--- config.mk ---
export PLATFORM = sky130hd
export DESIGN_NAME = elevator_car
export DESIGN_NICKNAME = d
export VERILOG_FILES = /design/src/rtl/elevator_pkg.sv /design/src/rtl/dwell_timer.sv /design/src/rtl/elevator_car.sv
export SDC_FILE = /design/constraint.sdc
export NUM_CORES = 1
export LEC_CHECK = 0
export ABC_CLOCK_PERIOD_IN_PS = 4300
export BUFFER_PORTS_ARGS = -buffer_cell sky130_fd_sc_hd__buf_2
export CAP_MARGIN = 20
export CORE_MARGIN = 2
export CORE_UTILIZATION = 38
export DETAILED_ROUTE_END_ITERATION = 12
export PLACE_DENSITY = 0.6
export SYNTH_ARGS = -nofsm -noshare
export SYNTH_HDL_FRONTEND = slang
export SYNTH_SLANG_ARGS = --single-unit
--- constraint.sdc ---
create_clock -name clk -period 4.3 [get_ports clk]
set_clock_uncertainty 0.2 [all_clocks]
set_input_delay 0.86 -clock clk [delete_from_list [all_inputs] [get_ports clk]]
set_output_delay 0.86 -clock clk [all_outputs]
set_load 0.01 [all_outputs]
--- src/rtl/elevator_pkg.sv ---
`default_nettype none
// ============================================================================
//  Module  : elevator_pkg
//  Purpose : Shared floor codes, floor-code width, car state encoding and a
//            floor-stepping helper for the elevator car.
//  Revision: 1.0 - initial release
// ============================================================================
package elevator_pkg;

  localparam int FLOOR_W    = 4;
  localparam int NUM_FLOORS = 3;

  localparam logic [FLOOR_W-1:0] FLOOR_G = 4'd0;
  localparam logic [FLOOR_W-1:0] FLOOR_1 = 4'd1;
  localparam logic [FLOOR_W-1:0] FLOOR_2 = 4'd2;

  typedef enum logic [1:0] {
    ST_IDLE = 2'd0,
    ST_MOVE = 2'd1,
    ST_DOOR = 2'd2,
    ST_HALT = 2'd3
  } car_state_e;

  // One floor up or down from the current floor. Targets are range-checked
  // at acceptance, so the car never steps past ground or the top floor.
  function automatic logic [FLOOR_W-1:0] next_floor(
    input logic [FLOOR_W-1:0] cur,
    input logic               up
  );
    next_floor = up ? (cur + 4'd1) : (cur - 4'd1);
  endfunction

endpackage : elevator_pkg
`default_nettype wire

--- src/rtl/dwell_timer.sv ---
`default_nettype none
// ============================================================================
//  Module  : dwell_timer
//  Purpose : 8-bit dwell counter. load clears the count; while enable is high
//            the count advances and wraps to zero on the cycle done is high.
//            done flags the last cycle of a LIMIT-cycle interval.
//  Ports   : clk    - clock
//            reset  - asynchronous active-low reset
//            load   - clear count to 0 (has priority over enable)
//            enable - advance the count
//            limit  - interval length in cycles (>= 1)
//            done   - count == limit-1
//  Revision: 1.0 - initial release
// ============================================================================
module dwell_timer (
  input  logic       clk,
  input  logic       reset,
  input  logic       load,
  input  logic       enable,
  input  logic [7:0] limit,
  output logic       done
);

  logic [7:0] r_count;

  assign done = (r_count == (limit - 8'd1));

  always_ff @(posedge clk or negedge reset) begin
    if (!reset) begin
      r_count <= 8'd0;
    end else if (load) begin
      r_count <= 8'd0;
    end else if (enable) begin
      r_count <= done ? 8'd0 : (r_count + 8'd1);
    end
  end

endmodule : dwell_timer
`default_nettype wire

--- src/rtl/elevator_car.sv ---
`default_nettype none
// ============================================================================
//  Module  : elevator_car
//  Purpose : Three-floor elevator car controller. Accepts one request at a
//            time in IDLE, travels floor by floor, opens the door on arrival
//            and latches an emergency halt until reset.
//  Ports   : clk        - clock
//            reset      - asynchronous active-low reset
//            req_floor  - requested floor code (0..2 legal)
//            req_valid  - request present
//            req_ready  - car can accept a request (combinational)
//            emerg      - emergency stop
//            cur_floor  - current floor code
//            motor_up   - moving up
//            motor_dn   - moving down
//            door_open  - door open
//            arrived    - one-cycle pulse on reaching the target floor
//            bad_req    - one-cycle pulse on an accepted illegal floor code
//            halted     - emergency latched
//  Revision: 1.0 - initial release
// ============================================================================
module elevator_car
  import elevator_pkg::*;
#(
  parameter int TRAVEL_CYCLES = 8,
  parameter int DOOR_CYCLES   = 4
) (
  input  logic               clk,
  input  logic               reset,
  input  logic [FLOOR_W-1:0] req_floor,
  input  logic               req_valid,
  output logic               req_ready,
  input  logic               emerg,
  output logic [FLOOR_W-1:0] cur_floor,
  output logic               motor_up,
  output logic               motor_dn,
  output logic               door_open,
  output logic               arrived,
  output logic               bad_req,
  output logic               halted
);

  localparam logic [1:0] c_IDLE = ST_IDLE;
  localparam logic [1:0] c_MOVE = ST_MOVE;
  localparam logic [1:0] c_DOOR = ST_DOOR;
  localparam logic [1:0] c_HALT = ST_HALT;

  localparam logic [7:0] c_TRAVEL_LIMIT = 8'(TRAVEL_CYCLES);
  localparam logic [7:0] c_DOOR_LIMIT   = 8'(DOOR_CYCLES);

  logic [1:0]         r_state;
  logic [FLOOR_W-1:0] r_cur_floor;
  logic [FLOOR_W-1:0] r_target;
  logic               r_motor_up;
  logic               r_motor_dn;
  logic               r_door_open;
  logic               r_arrived;
  logic               r_bad_req;
  logic               r_halted;

  logic               w_accept;
  logic               w_bad_floor;
  logic               w_same_floor;
  logic               w_start_move;
  logic               w_travel_done;
  logic               w_door_done;
  logic [FLOOR_W-1:0] w_step_floor;
  logic               w_reach_target;
  logic               w_enter_door;

  assign req_ready = (r_state == c_IDLE) && !emerg;

  // emerg is already excluded by req_ready, so an emergency always wins
  // over a simultaneous request.
  assign w_accept     = req_valid && req_ready;
  assign w_bad_floor  = (req_floor > FLOOR_2);
  assign w_same_floor = (req_floor == r_cur_floor);
  assign w_start_move = w_accept && !w_bad_floor && !w_same_floor;

  // The registered motor_up doubles as the latched travel direction.
  assign w_step_floor   = next_floor(r_cur_floor, r_motor_up);
  assign w_reach_target = (r_state == c_MOVE) && !emerg && w_travel_done &&
                          (w_step_floor == r_target);
  assign w_enter_door   = w_reach_target ||
                          (w_accept && !w_bad_floor && w_same_floor);

  dwell_timer u_travel_timer (
    .clk    (clk),
    .reset  (reset),
    .load   (w_start_move),
    .enable ((r_state == c_MOVE) && !emerg),
    .limit  (c_TRAVEL_LIMIT),
    .done   (w_travel_done)
  );

  dwell_timer u_door_timer (
    .clk    (clk),
    .reset  (reset),
    .load   (w_enter_door),
    .enable ((r_state == c_DOOR) && !emerg),
    .limit  (c_DOOR_LIMIT),
    .done   (w_door_done)
  );

  always_ff @(posedge clk or negedge reset) begin
    if (!reset) begin
      r_state     <= c_IDLE;
      r_cur_floor <= FLOOR_G;
      r_target    <= FLOOR_G;
      r_motor_up  <= 1'b0;
      r_motor_dn  <= 1'b0;
      r_door_open <= 1'b0;
      r_arrived   <= 1'b0;
      r_bad_req   <= 1'b0;
      r_halted    <= 1'b0;
    end else begin
      r_arrived <= 1'b0;
      r_bad_req <= 1'b0;
      if (emerg) begin
        // cur_floor and the travel count simply hold from here on.
        r_state     <= c_HALT;
        r_motor_up  <= 1'b0;
        r_motor_dn  <= 1'b0;
        r_door_open <= 1'b0;
        r_halted    <= 1'b1;
      end else begin
        case (r_state)
          c_IDLE: begin
            if (w_accept) begin
              if (w_bad_floor) begin
                r_bad_req <= 1'b1;
              end else if (w_same_floor) begin
                r_state     <= c_DOOR;
                r_door_open <= 1'b1;
                r_arrived   <= 1'b1;
              end else begin
                r_state    <= c_MOVE;
                r_target   <= req_floor;
                r_motor_up <= (req_floor > r_cur_floor);
                r_motor_dn <= (req_floor < r_cur_floor);
              end
            end
          end
          c_MOVE: begin
            if (w_travel_done) begin
              r_cur_floor <= w_step_floor;
              if (w_reach_target) begin
                r_state     <= c_DOOR;
                r_motor_up  <= 1'b0;
                r_motor_dn  <= 1'b0;
                r_door_open <= 1'b1;
                r_arrived   <= 1'b1;
              end
            end
          end
          c_DOOR: begin
            if (w_door_done) begin
              r_state     <= c_IDLE;
              r_door_open <= 1'b0;
            end
          end
          default: begin
            // HALT is sticky until reset.
            r_state <= c_HALT;
          end
        endcase
      end
    end
  end

  assign cur_floor = r_cur_floor;
  assign motor_up  = r_motor_up;
  assign motor_dn  = r_motor_dn;
  assign door_open = r_door_open;
  assign arrived   = r_arrived;
  assign bad_req   = r_bad_req;
  assign halted    = r_halted;

endmodule : elevator_car
`default_nettype wire

## Yosys cells after proc, flatten, opt, wreduce, memory -nomap -nowiden

Index checks and enable logic that the tools add are counted.

- Multiply operators: 0
- Add/sub/neg operators: 4
- Div/mod/pow operators: 0
- Eq/ne operators: 13
- Reductions and logical operators: 23
- Mux-type cells: 46
- $lt $le $gt $ge: 3
- Bitwise logic cells: 3
- Shifts and indexed selects: 0

Operators by type and width:

| kind | count |
|---|---|
| 8-bit 2-to-1 mux | 6 |
| 1-bit 2-to-1 mux | 27 |
| 8-bit by 1-bit adder with 8-bit output (second input constant) | 2 |
| 3-bit inequality test (second input constant) | 5 |
| 2-bit 2-to-1 mux | 7 |
| 5-bit AND reduction | 2 |
| 1-bit logical AND | 9 |
| 4-bit equality test | 2 |
| 8-bit by 2-bit equality test with 1-bit output (second input constant) | 1 |
| 8-bit by 3-bit equality test with 1-bit output (second input constant) | 1 |
| 7-bit AND reduction | 1 |
| 3-bit by 2-bit inequality test with 1-bit output (second input constant) | 2 |
| 1-bit one-hot mux with 2 select lines | 3 |
| 2-bit one-hot mux with 3 select lines | 1 |
| 6-bit AND reduction | 1 |
| 4-bit by 1-bit adder with 4-bit output (second input constant) | 1 |
| 4-bit by 2-bit > comparator with 1-bit output (second input constant) | 1 |
| 4-bit > comparator | 1 |
| 4-bit less-than comparator | 1 |
| 4-bit 2-to-1 mux | 1 |
| 2-bit nonzero test | 2 |
| 4-bit nonzero test | 1 |
| 4-bit by 1-bit subtractor with 4-bit output (second input constant) | 1 |
| 1-bit zero test | 3 |
| other kinds (8) | 10 |

- Logic and storage cells: 103
- Output and inout port bits: 11
- Memories: 0
- Bits in latches: 0
- Flip-flop bits (word level): 32
- Memory bits (writable): 0
- Memory bits (read-only): 0

## Logic depth before layout (Yosys ltp)

- Depth in word-level cells: 8
- Gate-level depth with buffers: 9
- Mapped depth without buffers: 7

## Cells and area by module

A second synthesis with hierarchy kept.

- Cells, all modules: 273
- Area total of the unflattened synthesis: 2486.1 µm²

Modules (own cells, without submodules):

| module | area an instance (µm²) | cells an instance | times used |
|---|---|---|---|
| dwell_timer | 720.7 | 85 | 2 |
| elevator_car | 1044.8 | 103 | 1 |

## Worst setup path after synthesis

Ideal clock, no wire load.

- Path kind: input -> register
- Start: input port req_floor[1]
- End: register r_motor_dn, in the netlist motor_dn
- Slack: 1634 ps
- Arrival time: 2383 ps
- Required time: 4017 ps
- Buffers on the path: 1
- Stages on the path: 7
- Setup time: 83 ps
- Cell sequence: ha_1 > and4_1 > clkbuf_1 > a21oi_1 > or3b_1 > o32a_1 > o22ai_1

- Cells in the longest elaborated chain, start to end: 6
- Elaborated cells between the ends (all ways): 11
- Those cells by class: order compare: 2; eq/ne: 3; mux: 5; reduce/logical: 1

RTL lines:

| item | RTL line | RTL |
|---|---|---|
| from (decl) | elevator_car.sv:30 | `input logic [FLOOR_W-1:0] req_floor,` |
| 4-bit less-than comparator | elevator_car.sv:140 | `r_motor_dn <= (req_floor < r_cur_floor);` |
| 1-bit 2-to-1 mux | elevator_car.sv:132 | `end else if (w_same_floor) begin` |
| 1-bit 2-to-1 mux | elevator_car.sv:130 | `if (w_bad_floor) begin` |
| 1-bit 2-to-1 mux | elevator_car.sv:129 | `if (w_accept) begin` |
| 1-bit one-hot mux with 2 select lines | elevator_car.sv:127 | `case (r_state)` |
| 1-bit 2-to-1 mux | elevator_car.sv:119 | `if (emerg) begin` |
| to (signal assigned) | elevator_car.sv:140 |  |
| to (decl) | elevator_car.sv:55 | `logic r_motor_dn;` |

Several ways; a longest one is shown, not always the timed one. The select of a mux whose other input is x is not followed.
A chain may end at the register's enable or synchronous reset.

## Final worst setup path

- Start: register r_cur_floor[0], in the netlist cur_floor[0]
- End: register r_door_open, in the netlist door_open

- Cells in the longest elaborated chain, start to end: 6
- Elaborated cells between the ends (all ways): 9
- Those cells by class: add/sub: 2; eq/ne: 4; mux: 1; reduce/logical: 2

RTL lines:

| item | RTL line | RTL |
|---|---|---|
| from (decl) | elevator_car.sv:52 | `logic [FLOOR_W-1:0] r_cur_floor;` |
| from (signal assigned) | elevator_car.sv:146 | `r_cur_floor <= w_step_floor;` |
| 4-bit by 1-bit subtractor with 4-bit output / 4-bit by 1-bit adder with 4-bit output (equally long branches) | elevator_pkg.sv:30 | `next_floor = up ? (cur + 4'd1) : (cur - 4'd1);` |
| 4-bit 2-to-1 mux * | elevator_pkg.sv:30 |  |
| named net w_step_floor[0] | elevator_car.sv:67 | `logic [FLOOR_W-1:0] w_step_floor;` |
| 4-bit equality test * | elevator_car.sv:83 | `(w_step_floor == r_target);` |
| 1-bit logical AND * | elevator_car.sv:82 | `assign w_reach_target = (r_state == c_MOVE) && !emerg && w_travel_done &&` |
| 3-bit inequality test (no source line) * | - |  |
| 7-bit AND reduction (no source line) * | - |  |
| to (signal assigned) | elevator_car.sv:112 | `r_door_open <= 1'b0;` |
| to (signal assigned) | elevator_car.sv:124 | `r_door_open <= 1'b0;` |
| to (signal assigned) | elevator_car.sv:134 | `r_door_open <= 1'b1;` |
| to (decl) | elevator_car.sv:56 | `logic r_door_open;` |

Mark *: on every way through the listed nets, which the timed path passes. The rest lies on a longest branch.

==> metrics <==
status completed; crit path time final 2650 ps; Final ANT Viol Nets 0; placed cells 277; CTS tree done; CTS sink cnt 32; gpl congestion 0.772; Setup crit end kind flop; Crit Path Class flop to flop; Slowest cell on crit path fa_1; Max-slew headroom around half; Bufs and invs on worst path 1; # port buffers 18; antenna violations before repair 0; CTS H-tree lvls 2; CTS root buffer clkbuf_8; share of the synthesized area in the top cell type 41.7%; initial core utilization around two fifths; FP Rows 25; Via density 5.22; DR WL/cell 13.8 um; Post-CTS Resized 0; critical path cell sequence inv_1 -> fa_1 -> xnor3_1 -> nor3_2 -> o211ai_2 -> a21o_1 -> a221o_1; worst-path maximum fanout 7; Hold Crit Start halted; total power draw 890 uW; Worst-Skew Late Latency 280 ps; CTS Hold Bufs 0; height of the die between 70 and 80 um; total number of vias 1489; Synth cell types 49; fmax between 300 and 400 MHz; first-pass GRT wire length 6.53 mm; worst path arrival time 2620 ps; hpwl dp 2.88 mm; Hold Path Stages 1; top cells by area, synth dfrtp_1 (42%), ha_1 (7.8%), nor2_1 (3.3%); cell accounting for the most synthesized area dfrtp_1; EDFF count, synth 0; R2R Path Start cur_floor[0]; most common flop cell mapped by yosys dfrtp_1; largest net degree at the start of global routing 33; worst slew pin tran 734 ps; Iter 0 DRT Violations 55; Hold Worst Slack 280 ps; antenna cells 0; Die ar. 5640 um2; Setup Fix Bufs, Post-CTS 0; number of remaining DRC errors 0; RSZ-0062 raised after global routing no; Cells after Synth 194; Worst IR Drop VDD approximately 0.18 mV; vias in the first global route 1380; register area share after synthesis 41.7%; Fin. Hold Viols 0; grt total ovfl 0; Syn Std Cell Area 1920 um2; commonest non-fill, non-tap cell in the layout dfrtp_1; CP required 4270 ps; Die X 75.1 um; r2r worst-path depth 7; Final Slew Violations 0; FF-to-FF End door_open; Setup crit start kind flop; worst hold path type flop to flop; drt pass-1 iters 4; max cap viols 0; final setup TNS 0 ps; pwr dens 402 nW/um2; worst reg2reg setup slack 1650 ps; Synth Warn # 0; Nets 238; average size of a mapped cell 9.91 um2; gr usage total between 15 and 20%; worst-case clock buffer depth 2; clock slew at the register clock pins of the worst setup and hold paths approximately 70 ps; IO Pins 19; post-route non-filler standard cell count 285; most frequent cells in the layout dfrtp_1 (32), buf_2 (18), nor2_1 (17), nand2_1 (12), ha_1 (12); #FFs+latches synth 32; Area growth syn-to-layout 15.4%; Net Count, Synth about 220; fin crit share between 60% and 70%; Core Util, Final 46.3%; final setup vio count 0; area of the core ~4800 um2; static leakage 1.02 nW; Post-Route WL approximately 3.9 mm; Post-synth ARST share 100%; CP top delay family compound AO/OA/AOI/OAI gates; fraction of layout cells with a size suffix above 1 17.4%; Hold EP halted; CTS buffer count 5; Worst path max stage delay 460 ps
## worst max path at each step
stage                      start   endpoint  slack, ps  depth (start not counted)
floorplan           req_floor[1]   motor_dn       1630                          7
global placement    req_floor[1]   motor_dn       1510                          7
detailed placement  req_floor[1]   motor_dn       1420                          7
CTS                 cur_floor[0]  door_open       1640                          7
global route        cur_floor[0]  door_open       1500                          7
finish              cur_floor[0]  door_open       1650                          7
## cells by family after synthesis
group / synth area share, %
simple gates: 21.9
flops: 41.7
fa+ha+maj: 8.85
compound gates: 14.9
buf+inv: 2.60
xor+xnor: 7.88
mux: 2.21
## state kept, by name, summed over array words and instances (netlist names), 2 cells and up
signal and cells:
cur_floor 4, r_target 4, u_travel_timer.r_count 8, u_door_timer.r_count 8
r_state 2
## through the flow
step	setup slack (ps)	area [um2]
2_1_floorplan	1630	1920
3_3_place_gp	1510	2090
3_5_place_dp	1420	2090
4_1_cts	1640	2220
5_1_grt	1500	2220
6_report	1650	2220
## power breakdown
group	switching, mW	leakage (nW)	internal (mW)	total [mW]
Combinational	0.105	0.539	0.0914	0.197
Sequential	0.0417	0.416	0.335	0.377
Clock	0.113	0.0645	0.204	0.317
## cell type report
type	instances	area, um2
clock inverters	1	30.0
fillers	478	2570
well taps	67	83.8
multi-input cells	149	1070
repair buffers	19	97.6
flip-flops and latches	32	801
inverters	10	37.5
clock buffers	7	96.3
## cells in the mapped netlist, types with 4 or more instances
| cell | count |
|---|---|
| nand4_1 | 5 |
| nor3_1 | 5 |
| nor2b_1 | 6 |
| a21oi_1 | 8 |
| o21ai_0 | 11 |
| xor2_1 | 6 |
| dfrtp_1 | 32 |
| nand3_1 | 7 |
| xnor2_1 | 6 |
| inv_1 | 10 |
| a211oi_1 | 4 |
| ha_1 | 12 |
| nor2_1 | 17 |
| nand2_1 | 12 |
## layer usage
metal  up-vias  share of wire, %  track usage (%)
li1        744                 -                -
met1       715                49             20.2
met2        24                46             25.0
met3         6               3.5             4.42
met4         0               1.6             5.95
met5         -                 0                0
No activity file was read; power rests on OpenSTA's default activity.
